<file path="src/rtl/str_to_num_pkg.sv">
// rtl/str_to_num_pkg.sv - ASCII constants and default width for the decimal string converter
package str_to_num_pkg;

    localparam int W_DEFAULT = 32;

    localparam logic [7:0] CH_0     = 8'h30;
    localparam logic [7:0] CH_9     = 8'h39;
    localparam logic [7:0] CH_MINUS = 8'h2D;

endpackage

</file>
<file path="src/rtl/str_to_num_acc.sv">
// rtl/str_to_num_acc.sv - character classifier and acc*10+digit datapath
// Ports:
//   acc      : current accumulator value
//   ch       : incoming ASCII character
//   is_digit : ch is '0'..'9'
//   is_minus : ch is '-'
//   acc_next : acc*10 + (ch-'0'), modulo 2^W (only meaningful when is_digit)
module str_to_num_acc
    import str_to_num_pkg::*;
#(
    parameter int W = W_DEFAULT
) (
    input  logic [W-1:0] acc,
    input  logic [7:0]   ch,
    output logic         is_digit,
    output logic         is_minus,
    output logic [W-1:0] acc_next
);

    logic [7:0] digit;

    assign is_digit = (ch >= CH_0) && (ch <= CH_9);
    assign is_minus = (ch == CH_MINUS);
    assign digit    = ch - CH_0;

    // Multiply by ten as two shifts and an add; overflow wraps silently.
    assign acc_next = (acc << 3) + (acc << 1) + W'(digit);

endmodule

</file>
<file path="src/rtl/str_to_num.sv">
// rtl/str_to_num.sv - streaming ASCII decimal to binary converter with valid/ready on both sides
// Ports:
//   clk, rst      : clock, synchronous active-high reset
//   s_dtm/s_vld/s_rdy : character input stream
//   n_dtm/n_vld/n_rdy : converted number output stream
module str_to_num
    import str_to_num_pkg::*;
#(
    parameter int W = W_DEFAULT
) (
    input  logic         clk,
    input  logic         rst,
    input  logic [7:0]   s_dtm,
    input  logic         s_vld,
    output logic         s_rdy,
    output logic [W-1:0] n_dtm,
    output logic         n_vld,
    input  logic         n_rdy
);

    logic [W-1:0] acc;
    logic [W-1:0] acc_next;
    logic         have_digit;
    logic         neg;
    logic         is_digit;
    logic         is_minus;
    logic         in_beat;
    logic         out_beat;

    str_to_num_acc #(.W(W)) u_acc (
        .acc      (acc),
        .ch       (s_dtm),
        .is_digit (is_digit),
        .is_minus (is_minus),
        .acc_next (acc_next)
    );

    // Input stalls only while an unread result occupies the output register.
    assign s_rdy    = !rst && (!n_vld || n_rdy);
    assign in_beat  = s_vld && s_rdy;
    assign out_beat = n_vld && n_rdy;

    always_ff @(posedge clk) begin
        if (rst) begin
            acc        <= '0;
            have_digit <= 1'b0;
            neg        <= 1'b0;
            n_vld      <= 1'b0;
            n_dtm      <= '0;
        end else begin
            if (out_beat) begin
                n_vld <= 1'b0;
            end
            if (in_beat) begin
                if (is_digit) begin
                    acc        <= acc_next;
                    have_digit <= 1'b1;
                end else if (is_minus && !have_digit) begin
                    neg <= 1'b1;
                end else begin
                    // Delimiter: emit only if a digit run is open. A result
                    // issued here overrides the clear above so back-to-back
                    // results keep n_vld high without a bubble.
                    if (have_digit) begin
                        n_dtm <= neg ? -acc : acc;
                        n_vld <= 1'b1;
                    end
                    acc        <= '0;
                    have_digit <= 1'b0;
                    neg        <= 1'b0;
                end
            end
        end
    end

endmodule

</file>
<file path="config.mk">
export PLATFORM = sky130hd
export DESIGN_NAME = str_to_num
export DESIGN_NICKNAME = d
export VERILOG_FILES = /design/src/rtl/str_to_num_pkg.sv /design/src/rtl/str_to_num_acc.sv /design/src/rtl/str_to_num.sv
export SDC_FILE = /design/constraint.sdc
export NUM_CORES = 1
export LEC_CHECK = 0
export CAP_MARGIN = 40
export CORE_MARGIN = 2
export CORE_UTILIZATION = 64
export DETAILED_ROUTE_END_ITERATION = 8
export PLACE_DENSITY = 0.87
export SLEW_MARGIN = 15
export SYNTH_ARGS = -nofsm -noshare
export SYNTH_HDL_FRONTEND = slang
export SYNTH_HIERARCHICAL = 1
export SYNTH_SLANG_ARGS = --single-unit
</file>
<file path="constraint.sdc">
create_clock -name clk -period 7.1 [get_ports clk]
set_input_delay 1.065 -clock clk [delete_from_list [all_inputs] [get_ports clk]]
set_output_delay 1.065 -clock clk [all_outputs]
set_load 0.01 [all_outputs]
</file>
**Yosys cells after proc, flatten, opt, wreduce, memory -nomap -nowiden**

Index checks and enable logic that the tools add are counted.

- Register bits after elaboration: 67
- Input port bits: 12

- $add $sub $neg: 4
- $lt $le $gt $ge: 2
- Equal/unequal tests: 2
- Mux-type cells: 11
- Bitwise logic cells: 2
- Reduce and logical (&&, ||, !) cells: 12

Operators with widths:

| cell | number |
|---|---|
| 32-bit two-way mux | 3 |
| 32-bit adder | 1 |
| 32-bit by 8-bit adder with 32-bit output | 1 |
| 32-bit negator | 1 |
| 8-bit by 6-bit equality test with 1-bit output, second input constant | 1 |
| 8-bit by 6-bit >= comparator with 1-bit output, second input constant | 1 |
| 8-bit by 6-bit less-or-equal comparator with 1-bit output, second input constant | 1 |
| 1-bit two-way mux | 8 |
| 8-bit by 6-bit subtractor with 8-bit output, second input constant | 1 |
| 1-bit logical AND | 5 |
| 2-bit AND reduction | 2 |
| 4-bit AND reduction | 1 |
| 1-bit logical NOT | 3 |
| 2-bit inequality test, second input constant | 1 |
| 1-bit NOT | 2 |
| 1-bit logical OR | 1 |

**Logic depth before layout (Yosys ltp)**

Gate-level depths: netlist of run 1.

- Depth after elaboration: 6
- Depth in mapped cells: 14
- Mapped depth without buffers: 14

**By module**

Netlist of run 1, hierarchy kept.

By module, submodules not included:

| module | instances | cells each | area an instance (µm²) | sequential area each (µm²) |
|---|---|---|---|---|
| str_to_num | 1 | 338 | 3081.7 | 1341.3 |
| str_to_num_acc | 1 | 257 | 2097.0 | 0.0 |

**Worst setup path after synthesis of run 1**

OpenSTA, ideal clock, no wires.

- Path type: input -> register
- From: in s_dtm[4]
- To: reg acc[31]
- Library setup time: 0.128 ns
- Arrival time: 3.694 ns
- Slack: 3.278 ns
- Stages: 14
- Path buffers: 0
- Cell sequence: inv_1 -> ha_1 -> inv_1 -> fa_1 -> ha_1 -> a21oi_1 -> o22ai_1 -> a211o_1 -> a311oi_4 -> o22ai_2 -> a21oi_2 -> xnor2_1 -> a22oi_1 -> nor2_1

RTL lines:

| element | RTL line | text |
|---|---|---|
| start: declaration | str_to_num.sv:13 | `input logic [7:0] s_dtm,` |
| 8-bit by 6-bit subtractor with 8-bit output | str_to_num_acc.sv:24 | `assign digit = ch - CH_0;` |
| 32-bit by 8-bit adder with 32-bit output | str_to_num_acc.sv:27 | `assign acc_next = (acc << 3) + (acc << 1) + W'(digit);` |
| via acc_next[31] | str_to_num.sv:22 | `logic [W-1:0] acc_next;` |
| 32-bit two-way mux | str_to_num.sv:55 | `if (is_digit) begin` |
| end signal: assignment | str_to_num.sv:56 | `acc <= acc_next;` |
| end: declaration | str_to_num.sv:21 | `logic [W-1:0] acc;` |

The timed path passes the listed nets, and every way through them passes these cells.
A chain may end at the register's enable or synchronous reset.

**Worst setup path after layout of run 1**

Ends and elaborated chain as after synthesis.

==> results of run 1 <==
## path summary, 6_finish.rpt
path         startpoint   endpoint  slack, ns  cells past startpoint
max reg2reg      acc[2]    acc[30]       3.50                     11
max            s_dtm[4]    acc[31]       2.65                     15
min reg2reg   n_dtm[21]  n_dtm[21]       0.48                      1
min           n_dtm[21]  n_dtm[21]       0.48                      1
## kinds of logic after synthesis
group | after synthesis | share of synthesized area [%]
fa+ha+maj | 63 | 16.1
xor+xnor | 54 | 9.13
simple gates | 177 | 18.2
mux | 6 | 1.18
buf+inv | 41 | 3.36
compound gates | 187 | 26.1
flops | 67 | 25.9
## worst max-delay path: cells and delay by family
family	cells	cell delay (ns)
buffers and inverters	3	0.70
XOR/XNOR	1	0.11
AO/OA/AOI/OAI	7	1.62
AND/OR/NAND/NOR	1	0.07
adder cells (fa/ha/maj)	3	1.09
## metal layers
metal,part of all wire [%],global-route usage (%),vias up
li1,-,-,2279
met1,45,41.5,2280
met2,46,48.7,210
met3,6.8,4.09,24
met4,1.9,11.8,0
met5,0,0,-
## cell type report
class | count | area, um2 | share of cell area, %
clock buffer | 11 | 141 | 2.38
clock inverter | 5 | 100 | 1.69
inverter | 10 | 37.5 | 0.633
multi-input combinational | 487 | 3670 | 61.9
sequential | 67 | 1340 | 22.6
tap | 102 | 128 | 2.15
timing repair buffer | 51 | 510 | 8.61
## power by group through the flow
stage	sequential [W]	combinational (W)	clock, W
final	0.000377	0.0000439	0.000387
after floorplan	0.000385	0.0000288	0
after detailed placement	0.000385	0.0000429	0
after global placement	0.000385	0.0000415	0
after CTS	0.000377	0.0000433	0.000386
after global routing	0.000377	0.0000477	0.000404
## Yosys cell counts, drive strengths merged, types with 3 or more instances
cell	instances	area [um2]
a311oi	3	43.8
clkbuf	25	93.8
nor4	8	92.6
mux2i	5	50.1
o41ai	8	100
dfxtp	67	1340
a211oi	14	105
nand4	7	43.8
a31oi	3	18.8
o21ai	27	135
o22ai	7	50.1
buf	6	42.5
nand3	5	25.0
ha	57	713
nand4b	3	26.3
or3	6	42.5
xnor2	23	201
nor2b	4	25.0
nor3b	5	37.5
and3	3	20.0
a21oi	37	193
fa	6	120
o21bai	6	45.0
nand3b	11	82.6
inv	9	33.8
o21a	6	45.0
xor2	31	272
a22oi	32	240
o31ai	9	81.3
a21o	17	128
nand2b	4	25.0
or2	4	25.0
nand2	27	101
nor2	76	285
nor3	6	30.0
or4	3	26.3
## flip-flops by register name, summed over array words and instances (netlist names)
| signal | count |
|---|---|
| n_vld | 1 |
| neg | 1 |
| n_dtm | 32 |
| have_digit | 1 |
| acc | 32 |
## stage by stage
stage / total power (W) / utilization [%] / cell area (um2) / worst slack, ns
after detailed placement: 0.000428 / 73.2 / 5690 / 2.39
final: 0.000808 / 76.4 / 5930 / 2.65
after CTS: 0.000806 / 76.4 / 5930 / 2.67
after global routing: 0.000829 / 76.4 / 5930 / 2.48
after global placement: 0.000427 / 72.9 / 5660 / 2.56
after floorplan: 0.000414 / - / 5180 / 3.28
==> flow_summary.yaml, run 1 <==
floorplanning:
  design.core.area_um2: 7770
  row_count: 32
  io-pin-count: 46
  initial_core_util_pct: 66.7
  dieArea_um2: 8830
  die_w_um: 94.0
  die-height_um: 94.0
clocking:
  cts_hold_repair.buffers: 0
  number_of_gates_resized_after_cts: 0
  post_cts_setup_buffer_count: 0
  cts-htree-levels: 3
  cts_made_buffers: 9
  clock_latency_ns: 0.35
  cts_max_path_buffers: 2
  cts.clk_slew.worst_paths_ns: 0.07
  cts-root-buf: "clkbuf_8"
  clock-sinks: 67
  cts_tree: "built"
run_status:
  run_status: "complete, no violations"
synth:
  post_synthesis_sequential_area_ratio_pct: 25.9
  yosys_warnings: 6
  mappedNetlistArea_um2: 5180
  synth_cell_type_count: 71
  asyncSetResetFlopFracSynth_pct: 0
  synth.ff_latch_count: 67
  post_synth_inst_count: 595
  post_synth_edffs: 0
  syn_area_per_cell_um2: 8.70
  most_used_flip_flop_cell_after_synthesis: "dfxtp_1"
  mappedNetlistNets: 670
grt:
  number_of_global_route_vias_before_repair: 4500
  global_route_wire_length_before_repair_um: 21600
  initial_antenna_violation_count: 0
  groute.usage.overall_pct: 30.4
  global_route.overflow_total: 0
  grt_start_max_net_pins: 72
hold_path:
  worst_hold_path_type: "reg -> reg"
place:
  gp_congestion: 0.913
  placed_cells: 717
  port_buffers: 45
  detailed_place_hpwl_um: 9240
cells_and_area:
  finalNonFillerCells: 733
  final_common_cell: "nor2_1"
  nNetsFinal: 701
  layout_stage_area_growth_over_the_synthesis_result_pct: 14.5
  final_layout_size_suffix_gt1_share_pct: 7.92
  mostFrequentLayoutCells: "nor2_1, dfxtp_1, ha_1"
  antenna_cells_inserted: 0
  layout.filler_cells: 527
timing:
  worst_margin_pin_slew_ns: 0.728
  setup_total_negative_slack_ns: 0
  timing.final.crit_share_pct: 62.6
  fin_skew_ns: 0.0106
  slew_viol_final: 0
  timing.final.hold_violations: 0
  timing.slew.headroom_pct: 51.1
  rsz0062_at_grt: "no"
  clock.fmax_mhz: 225
  layout_min_cycle_time_ns: 4.45
  worst_hold_slack_ns: 0.484
  finalSetupViolations: 0
power_and_ir_drop:
  comb_power_share_pct: 5.4
  ir_worst_vdd_uv: 88.5
  power.internal_w: 0.000636
  netSwitchingPower_w: 0.000172
  p_seq_share_pct: 46.6
  power_density_nw_per_um2: 136
  relative_contribution_of_the_clock_network_to_total_power_pct: 47.9
  power.leakage_nw: 2.62
  switching_share_pct: 21.3
worst_setup_path:
  cp-start-kind: "input port"
  critical_path.cell_chain: "clkdlybuf4s50_1 -> inv_1 -> ha_1 -> inv_1 -> fa_1 -> ha_1 -> a21oi_1 -> o22ai_1 -> a211o_1 -> a311oi_4 -> o22ai_2 -> a21oi_2 -> xnor2_1 -> a22oi_1 -> nor2_1"
  worstSetupEndpointType: "flop"
  path_class: "in -> reg"
  timing.critical_path.slowest_stage_cell: "clkdlybuf4s50_1"
  critPathArrivalTime_ns: 4.66
  cp.required_ns: 7.31
  worst-path-max-fanout: 4
  delay_of_the_slowest_cell_on_the_worst_path_ns: 0.53
route:
  routedWlPerCell_um: 17.5
  first_pass_iters: 5
  remaining_routing_drc_violations: 0
  via_count: 4793
  first_iter_violations: 384
  vias_per_cell: 6.54
  routed_wirelength_um: 12900
  route.antenna.remaining_nets: 0
job:
  max_cap_viol_count: 0
Power figures use the tool's default switching activity.
==> run 2: changes to the inputs <==
Settings changed: CORE_UTILIZATION 64 to 59, PLACE_DENSITY 0.87 to 0.81.
Clock period 7.1 ns to 4.6 ns, I/O delays scaled along.
==> flow_summary.yaml, run 2 (synthesis gave the netlist of run 1 again) <==
grt:
  grt_start_max_net_pins: 52
  initial_antenna_violation_count: 0
  global_route_wire_length_before_repair_um: 21000
  number_of_global_route_vias_before_repair: 4383
  global_route.overflow_total: 0
  groute.usage.overall_pct: 26.4
power_and_ir_drop:
  p_seq_share_pct: 46.8
  switching_share_pct: 22.2
  power_w: 0.00124
  relative_contribution_of_the_clock_network_to_total_power_pct: 47.8
  power.internal_w: 0.000967
  ir_worst_vdd_uv: 176
  netSwitchingPower_w: 0.000276
  comb_power_share_pct: 5.5
  power.leakage_nw: 2.61
  power_density_nw_per_um2: 210
clocking:
  cts_tree: "built"
  cts.clk_slew.worst_paths_ns: 0.07
  clock_latency_ns: 0.35
  cts-htree-levels: 3
  clock-sinks: 67
  cts_max_path_buffers: 2
  post_cts_setup_buffer_count: 0
  number_of_gates_resized_after_cts: 0
  cts-root-buf: "clkbuf_8"
  cts_made_buffers: 9
  cts_hold_repair.buffers: 0
place:
  gp_congestion: 0.955
  detailed_place_hpwl_um: 9120
  port_buffers: 45
worst_setup_path:
  worstSetupEndpointType: "flop"
  critical_path_source: "s_dtm[5]"
  cp-start-kind: "input port"
  critPathArrivalTime_ns: 4.26
  worst-r2r-cell-count: 11
  reg2reg_slack_ns: 0.97
  r2r_start: "acc[2]"
  worst-path-max-fanout: 6
  worstReg2RegEnd: "acc[22]"
  worst_setup_path_endpoint: "acc[22]"
  path_class: "in -> reg"
  cp.required_ns: 4.82
route:
  vias_per_cell: 6.25
  route.antenna.remaining_nets: 0
  routedWlPerCell_um: 16.7
  via_count: 4619
  first_pass_iters: 6
  routed_wirelength_um: 12300
  first_iter_violations: 291
  remaining_routing_drc_violations: 0
timing:
  finalSetupViolations: 0
  timing.final.crit_share_pct: 87.8
  timing.final.hold_violations: 0
  layout_min_cycle_time_ns: 4.04
  worst_hold_slack_ns: 0.471
  worst_margin_pin_slew_ns: 0.622
  rsz0062_at_grt: "no"
  clock.fmax_mhz: 248
  timing.slew.headroom_pct: 58.1
  setup_total_negative_slack_ns: 0
  fin_skew_ns: 0.0123
  slew_viol_final: 0
cells_and_area:
  final_layout_size_suffix_gt1_share_pct: 8.08
  layout_stage_area_growth_over_the_synthesis_result_pct: 14.4
  layout_top_registers: "acc: 32 flops, n_dtm: 32 flops"
  mostFrequentLayoutCells: "nor2_1, dfxtp_1, ha_1"
  final_common_cell: "nor2_1"
  layout.filler_cells: 690
  nNetsFinal: 702
  fin_util_pct: 68.6
  antenna_cells_inserted: 0
floorplanning:
  design.core.area_um2: 8640
  die-height_um: 97.7
  die_w_um: 97.7
  row_count: 34
  dieArea_um2: 9540
  io-pin-count: 46
  initial_core_util_pct: 60.0
job:
  max_cap_viol_count: 0
run_status:
  run_status: "complete, no violations"
hold_path:
  worst_hold_path_type: "reg -> reg"
[run 2: per-stage QoR]
| stage | std cells | instance area, um2 | setup WS [ns] |
|---|---|---|---|
| floorplan | 595 | 5180 | 1.15 |
| global placement | 723 | 5680 | 0.408 |
| detailed placement | 723 | 5680 | 0.301 |
| CTS | 738 | 5920 | 0.615 |
| global route | 739 | 5930 | 0.406 |
| finish | 739 | 5930 | 0.561 |
[run 2: worst min path at each step]
| stage | slack [ns] | to | cells past startpoint | start |
|---|---|---|---|---|
| floorplan | 0.46 | have_digit | 2 | have_digit |
| global placement | 0.45 | n_dtm[0] | 2 | n_dtm[0] |
| detailed placement | 0.47 | n_dtm[0] | 2 | n_dtm[0] |
| CTS | 0.48 | n_dtm[0] | 2 | n_dtm[0] |
| global route | 0.51 | n_dtm[22] | 1 | n_dtm[22] |
| finish | 0.47 | n_dtm[0] | 2 | n_dtm[0] |
[run 2: area by class of cell]
cell class / instances / area (um2) / area share [%]
Timing Repair Buffer: 52 / 502 / 8.47
Sequential cell: 67 / 1340 / 22.6
Multi-Input combinational cell: 487 / 3670 / 62.0
Inverter: 10 / 37.5 / 0.633
Tap cell: 108 / 135 / 2.28
Clock buffer: 9 / 124 / 2.09
Clock inverter: 6 / 115 / 1.94
[run 2: worst max-delay path: stages]
cell and delay, ns:
clkdlybuf4s50_1 0.47, a21oi_1 0.20, xor2_1 0.26, fa_1 0.49, ha_1 0.38, o21a_1 0.20, o21ai_0 0.15, nand2b_1 0.09
a41o_1 0.34, o31ai_4 0.41, o31ai_1 0.13, xor2_1 0.15, a22oi_1 0.23, nor2_1 0.07
[run 2: power groups by stage]
stage,Combinational (W),Sequential [W],Clock [W]
floorplan,0.0000445,0.000595,0
global placement,0.0000644,0.000595,0
detailed placement,0.0000667,0.000595,0
CTS,0.0000675,0.000581,0.000599
global route,0.0000743,0.000581,0.000626
finish,0.0000682,0.000581,0.000594
[run 2: per-layer routing]
| layer | track usage, % | part of all wire [%] | wire length (um) |
|---|---|---|---|
| met3 | 5.40 | 4.8 | 596 |
| met4 | 6.30 | 0.72 | 89 |
| met1 | 36.8 | 48 | 5940 |
| met2 | 42.1 | 46 | 5700 |
| met5 | 0 | 0 | 0 |
